## config.mk

```make
export PLATFORM = sky130hd
export DESIGN_NAME = rominit_router
export DESIGN_NICKNAME = d
export VERILOG_FILES = /design/src/rtl/rominit_router.sv
export SDC_FILE = /design/constraint.sdc
export NUM_CORES = 1
export LEC_CHECK = 0
export ABC_AREA = 1
export CORE_MARGIN = 2
export CORE_UTILIZATION = 56
export CTS_CLUSTER_DIAMETER = 150
export DETAILED_ROUTE_END_ITERATION = 10
export HOLD_SLACK_MARGIN = 0.02
export PLACE_DENSITY = 0.85
export SYNTH_ARGS = -nofsm -noshare
export SYNTH_HDL_FRONTEND = slang
export SYNTH_SLANG_ARGS = --single-unit
export TNS_END_PERCENT = 1
```

## constraint.sdc

```tcl
create_clock -name CLK -period 2.2 [get_ports CLK]
set_input_delay 0.66 -clock CLK [delete_from_list [all_inputs] [get_ports CLK]]
set_output_delay 0.66 -clock CLK [all_outputs]
set_load 0.005 [all_outputs]
```

## src/rtl/rominit_router.sv

```systemverilog
// Packs a byte stream into DATA_W words and steers them to one of NUM_REGIONS ROM images, with sticky per-region load/overflow status.
// Latency: a word is presented on ROMINIT_* the cycle after its completing byte; FLUSH adds one cycle at the end of a transfer.
// Backpressure: IN_READY is low while a word waits for ROMINIT_READY and during FLUSH; there is no skid buffer.
module rominit_router #(
    parameter int         NUM_REGIONS = 4,
    parameter int         DATA_W      = 8,
    parameter int         ADDR_W      = 25,
    parameter int         MAX_BYTES   = 2**20,
    parameter logic [7:0] PAD_BYTE    = 8'hFF,
    localparam int        SEL_W       = (NUM_REGIONS > 1) ? $clog2(NUM_REGIONS) : 1
) (
    input  logic                   CLK,
    input  logic                   RES,
    input  logic [SEL_W-1:0]       IN_SEL,
    input  logic [7:0]             IN_DATA,
    input  logic                   IN_VALID,
    input  logic                   IN_LAST,
    output logic                   IN_READY,
    output logic [NUM_REGIONS-1:0] ROMINIT_SEL,
    output logic [ADDR_W-1:0]      ROMINIT_ADDR,
    output logic [DATA_W-1:0]      ROMINIT_DATA,
    output logic                   ROMINIT_VALID,
    input  logic                   ROMINIT_READY,
    output logic [NUM_REGIONS-1:0] LOADED,
    output logic [NUM_REGIONS-1:0] OVERFLOW,
    output logic                   BUSY
);

    localparam int BPW    = DATA_W / 8;
    localparam int LANE_W = (BPW > 1) ? $clog2(BPW) : 1;
    localparam int CNT_W  = $clog2(MAX_BYTES) + 1;

    localparam logic [CNT_W-1:0]  MAX_CNT   = CNT_W'(MAX_BYTES);
    localparam logic [LANE_W-1:0] LAST_LANE = LANE_W'(BPW - 1);

    typedef enum logic [1:0] {
        S_IDLE  = 2'd0,
        S_FILL  = 2'd1,
        S_EMIT  = 2'd2,
        S_FLUSH = 2'd3
    } state_t;

    state_t                 state_q,    state_d;
    logic [SEL_W-1:0]       cur_sel_q,  cur_sel_d;
    logic                   busy_q,     busy_d;
    logic                   valid_q,    valid_d;
    logic                   last_q,     last_d;
    logic [ADDR_W-1:0]      addr_q,     addr_d;
    logic [DATA_W-1:0]      word_q,     word_d;
    logic [LANE_W-1:0]      lane_q,     lane_d;
    logic [CNT_W-1:0]       byte_cnt_q, byte_cnt_d;
    logic [NUM_REGIONS-1:0] loaded_q,   loaded_d;
    logic [NUM_REGIONS-1:0] overflow_q, overflow_d;

    logic                   in_ready;
    logic                   in_limit;
    logic                   emit;
    logic [SEL_W-1:0]       sel_eff;
    logic [LANE_W:0]        filled;

    // State register; reset wipes the transfer and the sticky status alike.
    always_ff @(posedge CLK) begin
        if (RES) begin
            state_q    <= S_IDLE;
            cur_sel_q  <= '0;
            busy_q     <= 1'b0;
            valid_q    <= 1'b0;
            last_q     <= 1'b0;
            addr_q     <= '0;
            word_q     <= '0;
            lane_q     <= '0;
            byte_cnt_q <= '0;
            loaded_q   <= '0;
            overflow_q <= '0;
        end else begin
            state_q    <= state_d;
            cur_sel_q  <= cur_sel_d;
            busy_q     <= busy_d;
            valid_q    <= valid_d;
            last_q     <= last_d;
            addr_q     <= addr_d;
            word_q     <= word_d;
            lane_q     <= lane_d;
            byte_cnt_q <= byte_cnt_d;
            loaded_q   <= loaded_d;
            overflow_q <= overflow_d;
        end
    end

    // Next-state logic: byte packing, overflow dropping, word handshake and end-of-transfer flush.
    always_comb begin
        state_d    = state_q;
        cur_sel_d  = cur_sel_q;
        busy_d     = busy_q;
        valid_d    = valid_q;
        last_d     = last_q;
        addr_d     = addr_q;
        word_d     = word_q;
        lane_d     = lane_q;
        byte_cnt_d = byte_cnt_q;
        loaded_d   = loaded_q;
        overflow_d = overflow_q;
        emit       = 1'b0;
        filled     = '0;

        in_ready = (state_q == S_IDLE) || (state_q == S_FILL);
        in_limit = (byte_cnt_q < MAX_CNT);
        // The region is taken from IN_SEL only on the first byte; later changes are ignored.
        sel_eff  = (state_q == S_IDLE) ? IN_SEL : cur_sel_q;

        case (state_q)
            S_IDLE, S_FILL: begin
                if (IN_VALID) begin
                    cur_sel_d = sel_eff;
                    busy_d    = 1'b1;
                    state_d   = S_FILL;
                    if (in_limit) begin
                        word_d[8*int'(lane_q) +: 8] = IN_DATA;
                        byte_cnt_d = byte_cnt_q + CNT_W'(1);
                        filled     = {1'b0, lane_q} + (LANE_W+1)'(1);
                        if ((lane_q == LAST_LANE) || IN_LAST) begin
                            emit = 1'b1;
                        end else begin
                            lane_d = lane_q + LANE_W'(1);
                        end
                    end else begin
                        // Past the limit: swallow the byte but remember the region overflowed.
                        overflow_d[sel_eff] = 1'b1;
                        filled = {1'b0, lane_q};
                        if (IN_LAST) begin
                            if (lane_q != '0) begin
                                emit = 1'b1;
                            end else begin
                                state_d = S_FLUSH;
                            end
                        end
                    end
                    if (emit) begin
                        // Lanes the stream never reached are filled with the pad byte.
                        for (int k = 0; k < BPW; k++) begin
                            if (k >= int'(filled)) begin
                                word_d[8*k +: 8] = PAD_BYTE;
                            end
                        end
                        state_d = S_EMIT;
                        valid_d = 1'b1;
                        last_d  = IN_LAST;
                    end
                end
            end
            S_EMIT: begin
                if (ROMINIT_READY) begin
                    valid_d = 1'b0;
                    addr_d  = addr_q + ADDR_W'(1);
                    word_d  = '0;
                    lane_d  = '0;
                    state_d = last_q ? S_FLUSH : S_FILL;
                end
            end
            S_FLUSH: begin
                loaded_d[cur_sel_q] = 1'b1;
                addr_d     = '0;
                busy_d     = 1'b0;
                last_d     = 1'b0;
                byte_cnt_d = '0;
                lane_d     = '0;
                word_d     = '0;
                state_d    = S_IDLE;
            end
            default: begin
                state_d = S_IDLE;
            end
        endcase
    end

    assign IN_READY      = in_ready;
    assign ROMINIT_SEL   = busy_q ? (NUM_REGIONS'(1) << cur_sel_q) : '0;
    assign ROMINIT_ADDR  = addr_q;
    assign ROMINIT_DATA  = word_q;
    assign ROMINIT_VALID = valid_q;
    assign LOADED        = loaded_q;
    assign OVERFLOW      = overflow_q;
    assign BUSY          = busy_q;

endmodule

```

# After elaboration in Yosys (flattened, before gate mapping)

Index checks and enable logic that the tools add are counted.

Bits in latches: 0
Memories kept: 0
Register bits: 70
Output and inout bits: 48
Memory bits (read-only): 0
Bits in writable memories: 0
Word-level logic and storage cells: 103

Multipliers: 0
Bitwise operators: 4
Divide/modulo/power cells: 0
Shifts and indexed selects: 3
$add $sub $neg: 5
Order comparisons: 6
Eq/ne operators: 8
Multiplexer cells: 48
Reduce and logical (&&, ||, !) cells: 18

Operator list:

| cell                                                       | number |
|---|---|
| one-hot mux 25 bit (2 select lines)                        | 1 |
| 2-to-1 mux 21 bit                                          | 2 |
| one-hot mux 21 bit (2 select lines)                        | 1 |
| 2-to-1 mux 8 bit                                           | 5 |
| negator 4 -> 33 bit                                        | 1 |
| variable shift 8 x 33 -> 8 bit, first input constant       | 1 |
| variable part select 8 x 33 -> 8 bit                       | 1 |
| adder 25 x 1 -> 25 bit, second input constant              | 1 |
| 2-to-1 mux 25 bit                                          | 1 |
| one-hot mux 8 bit (3 select lines)                         | 1 |
| 2-to-1 mux 2 bit                                           | 11 |
| adder 21 x 1 -> 21 bit, second input constant              | 1 |
| less-than comparator 21 bit, second input constant         | 1 |
| 2-to-1 mux 1 bit                                           | 17 |
| != test 2 bit, second input constant                       | 5 |
| AND reduction 3 bit                                        | 3 |
| bitwise mux 8 bit                                          | 1 |
| bitwise OR 4 bit                                           | 2 |
| AND reduction 2 bit                                        | 4 |
| AND reduction 4 bit                                        | 2 |
| less-than comparator 2 x 3 -> 1 bit, second input constant | 2 |
| one-hot mux 1 bit (2 select lines)                         | 3 |
| one-hot mux 2 bit (3 select lines)                         | 1 |
| nonzero test 2 bit                                         | 3 |
| 15 further kinds                                           | 21 |

# Depth between registers and ports, before layout

Gate-level depths: netlist of run 1.

Word-level depth: 9
Mapped depth: 10
Depth with buffers taken out: 10

# Worst setup path after synthesis of run 1

Ideal clock, no wire load.

Kind: input -> register
Start: input port RES
End: register byte_cnt_q[17]
Cell stages on the path: 7
Arrival time: 1.439 ns
Path slack: 0.697 ns
Setup time: 0.064 ns
Buffers on the path: 2
Cells stage by stage: inv_1 -> nand2_2 -> inv_1 -> buf_2 -> buf_2 -> nand2_1 -> nor2_1

RTL lines:

| element                | line | RTL |
|---|---|---|
| start: declaration     | 13   | `input logic RES,` |
| end signal: assignment | 84   | `byte_cnt_q <= byte_cnt_d;` |
| end: declaration       | 51   | `logic [CNT_W-1:0] byte_cnt_q, byte_cnt_d;` |

# Worst setup path after layout of run 1

Start: register cur_sel_q[0]
End: output port ROMINIT_SEL[1]

Longest elaborated chain between the ends: 2

Ends and longest elaborated chain:

| element                   | line | RTL |
|---|---|---|
| start: declaration        | 44   | `logic [SEL_W-1:0] cur_sel_q, cur_sel_d;` |
| start signal: assignment  | 77   | `cur_sel_q <= cur_sel_d;` |
| left shift 1 x 2 -> 4 bit | 177  | `assign ROMINIT_SEL = busy_q ? (NUM_REGIONS'(1) << cur_sel_q) : '0;` |
| 2-to-1 mux 4 bit          | 177  |  |
| end: declaration          | 19   | `output logic [NUM_REGIONS-1:0] ROMINIT_SEL,` |

No other way between the ends.

==> summary.log, run 1 <==
qor: status.outcome complete, no violations
qor: clocking.clk_pin_slew 0.08 ns
qor: placed_design.place.port_buffers 62
qor: timing.final_min_period_over_clock_period 98.3%
qor: clocking.clkLatencyLatePin 0.35 ns
qor: layout.antenna_cells 0
qor: pwr.pwr_density_cell 633 nW/µm²
qor: timing.post-route-worst-setup-slack 0.0378 ns
qor: grt.grt-ovfl-total 0
qor: die.floorplan.initialDensity 57.2%
qor: layout.non_filler_cells_in_the_finished_layout 673
qor: detailed_routing.postRouteAntennaNets 0
qor: grt.grt_max_degree 20
qor: die.floorplan.die_area 6570 µm²
qor: detailed_routing.drt_pass1_iterations 6
qor: timing.timing.hold.ws 0.460 ns
qor: layout.layout.nets 610
qor: die.floorplan.die.height 81.1 µm
qor: timing.timing.clock.skew 0.00950 ns
qor: placed_design.dp_worst_setup_slack 0.0852 ns
qor: layout.layout.core_utilization 74.5%
qor: layout.area_delta_synth_final 30.2%
qor: detailed_routing.remaining_drc_errors 0
qor: timing.finalHoldViolCount 0
qor: layout.layout-drive-gt1-share 7.19%
qor: grt.groute.usage.overall 26.9%
qor: layout.filler_cell_count_in_the_final_layout 471
qor: synth.seq_area_frac_synth 42.1%
qor: detailed_routing.drt-initial-drc-count 234
qor: timing.slew_headroom 65.4%
qor: setup_path.critPathKind flip-flop to output pin
qor: synth.netlist_instances 514
qor: clocking.max-clock-path-buffers 2
qor: pwr.vdd.ir_drop.worst 0.528 mV
qor: hold_path.min_path_type flip-flop to flip-flop
qor: grt.first_pass_grt_wire_length 13900 µm
qor: pwr.p_leak 1.85 nW
qor: synth.synth.avg_cell_area 6.47 µm²
qor: setup_path.worstSetupStartpointType flip-flop
qor: placed_design.detailed_place_hpwl 6000 µm
qor: placed_design.place.gp.congestion 0.903
qor: flow_run.max_cap_violations 0
qor: detailed_routing.routed_wl 8380 µm
qor: layout.layout.cell_area.non_filler 4330 µm²
qor: synth.synthesis.area 3330 µm²
qor: die.fp.coreArea 5820 µm²
qor: clocking.cts.sink_count 70
qor: clocking.cts-htree-levels 3
qor: die.ioPinCount 63
qor: timing.final-max-slew-violation-count 0
qor: setup_path.critical_path.max_fanout 6
qor: timing.tightest_slew 0.515 ns
qor: setup_path.critical_path.max_stage_delay 0.53 ns
qor: die.num_rows 28
qor: placed_design.cell_total_after_placement 657
qor: layout.multi_input_comb_area 1620 µm²
qor: placed_design.postPlaceCellArea 4100 µm²
qor: timing.finalSetupTns 0 ns
qor: clocking.cts-root-buf sky130_fd_sc_hd__clkbuf_8
qor: clocking.numCtsBuffers 9
qor: setup_path.critical_path_required 1.54 ns
qor: timing.timing.fmax 462 MHz
qor: clocking.tritoncts built
qor: synth.ys.warnings.count 0
qor: synth.postSynthRegisterBits 70
qor: setup_path.arrival 1.50 ns
qor: timing.finalWorstPathRequiredPeriod 2.16 ns
qor: grt.grt_antenna_before_repair 0
qor: pwr.power 2.74 mW
qor: setup_path.crit_chain inv_1 > nor3_2 > clkdlybuf4s50_1
qor: detailed_routing.detailroute.via_count 3548
qor: synth.yosys.cell_types.count 24
qor: detailed_routing.avgViaCountPerCell 5.27
qor: clocking.buffer_count_from_post_cts_setup_fixing 0
qor: clocking.cts.hold.buffers_added 0
qor: layout.regArea 1410 µm²
qor: setup_path.setup.worst_path.end_class output pin
qor: setup_path.slowest_cell_on_the_critical_path sky130_fd_sc_hd__clkdlybuf4s50_1
qor: timing.setup_violations 0
qor: setup_path.ff2ff_path_depth 9
qor: grt.first_global_vias 3303
qor: die.die-width 81.1 µm
qor: hold_path.min_delay_path_depth 2
qor: synth.syn-num-nets 531
qor: detailed_routing.post_drt_wl_per_cell 12.5 µm
[layout make-up]
type                            instances  share of cell area, %
Tap cell                               75                   2.17
Clock buffer                           14                   4.22
Clock inverter                          2                  0.867
Multi-Input combinational cell        363                   37.3
Inverter                               75                   6.50
Sequential cell                        70                   32.5
Timing Repair Buffer                   74                   16.4
[layout by cell type (no fill, tap or decap)]
cell type / synthesis / final
sky130_fd_sc_hd__clkinvlp_4: 0 / 1
sky130_fd_sc_hd__nand3_1: 34 / 34
sky130_fd_sc_hd__o221a_2: 1 / 1
sky130_fd_sc_hd__clkbuf_8: 0 / 13
sky130_fd_sc_hd__inv_2: 4 / 4
sky130_fd_sc_hd__clkbuf_1: 1 / 1
sky130_fd_sc_hd__ha_1: 2 / 2
sky130_fd_sc_hd__nand4_1: 4 / 4
sky130_fd_sc_hd__dfxtp_1: 70 / 68
sky130_fd_sc_hd__nand2_2: 3 / 3
sky130_fd_sc_hd__dfxtp_4: 0 / 1
sky130_fd_sc_hd__nor3_1: 16 / 15
sky130_fd_sc_hd__nand2_4: 1 / 1
sky130_fd_sc_hd__clkdlybuf4s50_1: 0 / 60
sky130_fd_sc_hd__a31oi_1: 7 / 7
sky130_fd_sc_hd__buf_4: 1 / 12
sky130_fd_sc_hd__o21ai_2: 1 / 1
sky130_fd_sc_hd__o21ai_0: 31 / 31
sky130_fd_sc_hd__o21bai_1: 2 / 2
sky130_fd_sc_hd__inv_1: 71 / 71
sky130_fd_sc_hd__bufinv_16: 0 / 1
sky130_fd_sc_hd__nor3b_1: 4 / 4
sky130_fd_sc_hd__a21oi_1: 29 / 29
sky130_fd_sc_hd__nand2_1: 123 / 123
sky130_fd_sc_hd__dlygate4sd2_1: 0 / 1
sky130_fd_sc_hd__dlymetal6s2s_1: 0 / 1
sky130_fd_sc_hd__a32o_1: 1 / 1
sky130_fd_sc_hd__nor2_1: 101 / 101
sky130_fd_sc_hd__nand3_2: 1 / 1
sky130_fd_sc_hd__nor2_2: 2 / 2
sky130_fd_sc_hd__nor3_2: 0 / 1
sky130_fd_sc_hd__dfxtp_2: 0 / 1
[worst paths after layout]
check	start	to	slack (ns)
worst max register to register	state_q[1]	ROMINIT_DATA[5]	0.59
worst min-delay path	OVERFLOW[1]	OVERFLOW[1]	0.46
worst min register to register	OVERFLOW[1]	OVERFLOW[1]	0.46
worst max-delay path	cur_sel_q[0]	ROMINIT_SEL[1]	0.04
[logic make-up (layout without fill, tap and decap cells)]
kind of cell             Yosys count  count (layout)  share of synthesized area (%)
flip-flops                        70              70                           42.1
adder cells (fa/ha/maj)            2               2                          0.752
AO/OA/AOI/OAI                     72              72                           11.7
AND/OR/NAND/NOR                  289             289                           36.0
buffers and inverters             81             165                           9.40
[flip-flops by register name (all words and copies together) (netlist names)]
name and count:
ROMINIT_ADDR 25, byte_cnt_q 21, ROMINIT_DATA 8, LOADED 4, OVERFLOW 4, cur_sel_q 2, state_q 2, BUSY 1
ROMINIT_VALID 1, lane_q 1, last_q 1
[synth_stat cells]
cell type | n | area, µm²
sky130_fd_sc_hd__inv_2 | 4 | 15.0
sky130_fd_sc_hd__o21ai_0 | 31 | 155
sky130_fd_sc_hd__nand4_1 | 4 | 25.0
sky130_fd_sc_hd__dfxtp_1 | 70 | 1400
sky130_fd_sc_hd__buf_2 | 4 | 20.0
sky130_fd_sc_hd__nor2_1 | 101 | 379
sky130_fd_sc_hd__nand2_4 | 1 | 11.3
sky130_fd_sc_hd__a21oi_1 | 29 | 145
sky130_fd_sc_hd__buf_4 | 1 | 7.51
sky130_fd_sc_hd__nand2_2 | 3 | 18.8
sky130_fd_sc_hd__a32o_1 | 1 | 10.0
sky130_fd_sc_hd__ha_1 | 2 | 25.0
sky130_fd_sc_hd__nand2_1 | 123 | 462
sky130_fd_sc_hd__nand3_2 | 1 | 10.0
sky130_fd_sc_hd__o21ai_2 | 1 | 8.76
sky130_fd_sc_hd__nor3b_1 | 4 | 30.0
sky130_fd_sc_hd__nand3_1 | 34 | 170
sky130_fd_sc_hd__o21bai_1 | 2 | 15.0
sky130_fd_sc_hd__clkbuf_1 | 1 | 3.75
sky130_fd_sc_hd__nor3_1 | 16 | 80.1
sky130_fd_sc_hd__inv_1 | 71 | 267
sky130_fd_sc_hd__a31oi_1 | 7 | 43.8
sky130_fd_sc_hd__o221a_2 | 1 | 11.3
sky130_fd_sc_hd__nor2_2 | 2 | 12.5
[critical path, delay by kind of cell, from the launching register on]
kind,cells,cell delay [ns]
buffers and inverters,2,0.65
flip-flops,1,0.38
AND/OR/NAND/NOR,1,0.13
[report_power, final]
| part | switching (mW) | leakage [nW] | internal (mW) |
|---|---|---|---|
| logic | 0.154 | 1.17 | 0.126 |
| clock network | 0.482 | 0.109 | 0.649 |
| registers | 0.0282 | 0.569 | 1.30 |
| total | 0.664 | 1.85 | 2.08 |
[layer usage]
metal	up-vias	wire (µm)	share of wire, %	global-route usage (%)
met4	0	193	2.3	11.4
li1	1787	-	-	-
met5	-	0	0	0
met3	24	462	5.5	5.67
met2	130	4120	49	46.8
met1	1607	3610	43	32.1
[what timing repair did]
item	CTS	global route
gates cloned	0	0
pin swaps	0	0
resized for setup	3	3
setup endpoints to repair	3	2
Power figures use the tool's default switching activity.
==> run 2: changes to the inputs <==
--- a/config.mk
+++ b/config.mk
@@ -6,12 +6,14 @@
 export NUM_CORES = 1
 export LEC_CHECK = 0
 export ABC_AREA = 1
+export CELL_PAD_IN_SITES_DETAIL_PLACEMENT = 0
+export CELL_PAD_IN_SITES_GLOBAL_PLACEMENT = 1
 export CORE_MARGIN = 2
-export CORE_UTILIZATION = 56
+export CORE_UTILIZATION = 39
 export CTS_CLUSTER_DIAMETER = 150
 export DETAILED_ROUTE_END_ITERATION = 10
 export HOLD_SLACK_MARGIN = 0.02
-export PLACE_DENSITY = 0.85
+export PLACE_DENSITY_LB_ADDON = 0.1
 export SYNTH_ARGS = -nofsm -noshare
 export SYNTH_HDL_FRONTEND = slang
 export SYNTH_SLANG_ARGS = --single-unit
==> summary.log, run 2 (same netlist as run 1, synthesis figures left out) <==
qor: status.outcome complete, no violations
qor: die.die-width 96.4 µm
qor: setup_path.critical_path_required 1.54 ns
qor: pwr.power 2.90 mW
qor: setup_path.critical_path.max_fanout 6
qor: timing.finalHoldViolCount 0
qor: setup_path.critical_path.n_buffers_inverters 2
qor: layout.largest_register_ff_count 25
qor: detailed_routing.post_drt_wl_per_cell 11.6 µm
qor: timing.timing.hold.ws 0.452 ns
qor: layout.layout-drive-gt1-share 6.73%
qor: timing.finalSetupTns 0 ns
qor: detailed_routing.routed_wl 8100 µm
qor: layout.mostFrequentLayoutCell sky130_fd_sc_hd__nand2_1
qor: setup_path.slowest_cell_on_the_critical_path sky130_fd_sc_hd__clkdlybuf4s50_1
qor: pwr.p_leak 1.88 nW
qor: grt.grt_max_degree 39
qor: detailed_routing.remaining_drc_errors 0
qor: setup_path.worstSetupStartpointType flip-flop
qor: layout.layout.cell_area.non_filler 4390 µm²
qor: grt.first_global_vias 3035
qor: clocking.tritoncts built
qor: detailed_routing.drt_pass1_iterations 4
qor: die.floorplan.die_area 9290 µm²
qor: clocking.clkLatencyLatePin 0.34 ns
qor: timing.final_min_period_over_clock_period 99.3%
qor: die.ioPinCount 63
qor: pwr.pwr_density_cell 661 nW/µm²
qor: layout.layout_common_cells sky130_fd_sc_hd__nand2_1, sky130_fd_sc_hd__nor2_1, sky130_fd_sc_hd__inv_1
qor: timing.final-max-slew-violation-count 0
qor: clocking.numCtsBuffers 9
qor: clocking.cts.hold.buffers_added 0
qor: detailed_routing.drt-initial-drc-count 128
qor: setup_path.critical_path.max_stage_delay 0.53 ns
qor: timing.setup_violations 0
qor: die.floorplan.initialDensity 40.3%
qor: die.floorplan.die.height 96.4 µm
qor: layout.area_delta_synth_final 32.1%
qor: layout.filler_cell_count_in_the_final_layout 897
qor: detailed_routing.avgViaCountPerCell 4.72
qor: clocking.cts-root-buf sky130_fd_sc_hd__clkbuf_8
qor: layout.layout.nets 606
qor: layout.antenna_cells 0
qor: timing.tightest_slew 0.587 ns
qor: clocking.cts.sink_count 70
qor: die.fp.coreArea 8260 µm²
qor: setup_path.setup.worst_path.end_class output pin
qor: grt.grt_antenna_before_repair 0
qor: setup_path.cpLargestDelayFamily buffers and inverters
qor: setup_path.arrival 1.52 ns
qor: setup_path.crit_chain inv_1 > nor3_1 > clkdlybuf4s50_1
qor: timing.timing.clock.skew 0.0109 ns
qor: placed_design.detailed_place_hpwl 6010 µm
qor: setup_path.critPathKind flip-flop to output pin
qor: hold_path.min_path_type flip-flop to flip-flop
qor: grt.first_pass_grt_wire_length 13800 µm
qor: flow_run.max_cap_violations 0
qor: timing.slew_headroom 60.7%
qor: placed_design.postPlaceCellArea 4120 µm²
qor: die.num_rows 33
qor: clocking.clk_pin_slew 0.08 ns
qor: clocking.max-clock-path-buffers 2
qor: timing.finalWorstPathRequiredPeriod 2.18 ns
qor: clocking.cts-htree-levels 3
qor: timing.timing.fmax 458 MHz
qor: grt.groute.usage.overall 19.0%
qor: timing.rsz0062_at_grt true
qor: pwr.vdd.ir_drop.worst 0.362 mV
qor: grt.grt-ovfl-total 0
qor: detailed_routing.detailroute.via_count 3301
qor: placed_design.place.port_buffers 62
qor: placed_design.place.gp.congestion 0.821
qor: detailed_routing.postRouteAntennaNets 0
-- run 2: per-layer routing --
metal | track usage (%) | vias up | wire length (µm)
li1 | - | 1785 | -
met3 | 3.92 | 4 | 341
met5 | 0 | - | 0
met4 | 5.16 | 0 | 36
met1 | 25.6 | 1450 | 3960
met2 | 30.9 | 62 | 3760
-- run 2: metrics by stage --
step	std cells	utilization [%]	setup WS, ns
global placement	683	49.9	0.0620
global route	699	53.2	-0.0570
finish	699	53.2	0.0156
detailed placement	683	49.9	0.0413
CTS	699	53.0	0.0124
floorplan	514	-	0.697
-- run 2: worst paths after layout --
path                                      start          endpoint  slack (ns)  cells after the start
worst max-delay path               cur_sel_q[1]    ROMINIT_SEL[2]        0.02                      3
worst min-delay path                OVERFLOW[1]       OVERFLOW[1]        0.45                      2
worst max register to register  ROMINIT_ADDR[0]  ROMINIT_ADDR[24]        0.49                      8
worst min register to register      OVERFLOW[1]       OVERFLOW[1]        0.45                      2
-- run 2: layout make-up --
class                           instances  area [µm²]  area share (%)
Clock buffer                           10         138            3.13
Tap cell                              105         131            2.99
Sequential cell                        70        1410            32.1
Inverter                               75         282            6.41
Multi-Input combinational cell        363        1620            36.8
Clock inverter                          6         116            2.65
Timing Repair Buffer                   70         701            15.9
-- run 2: what timing repair did --
action                                  in CTS  in global routing
endpoints found under the setup margin       3                  4
buffers inserted                             0                  0
resized for setup                            3                  5
-- run 2: report_power, final --
group | switching [mW] | leakage [nW] | total, mW | internal [mW]
registers | 0.0275 | 0.569 | 1.33 | 1.30
logic | 0.149 | 1.18 | 0.273 | 0.124
clock network | 0.509 | 0.127 | 1.30 | 0.794
-- run 2: worst min-delay path, stage by stage, from the launching register on --
cell and delay (ns):
sky130_fd_sc_hd__dfxtp_1 0.31, sky130_fd_sc_hd__inv_1 0.04, sky130_fd_sc_hd__a21oi_1 0.05
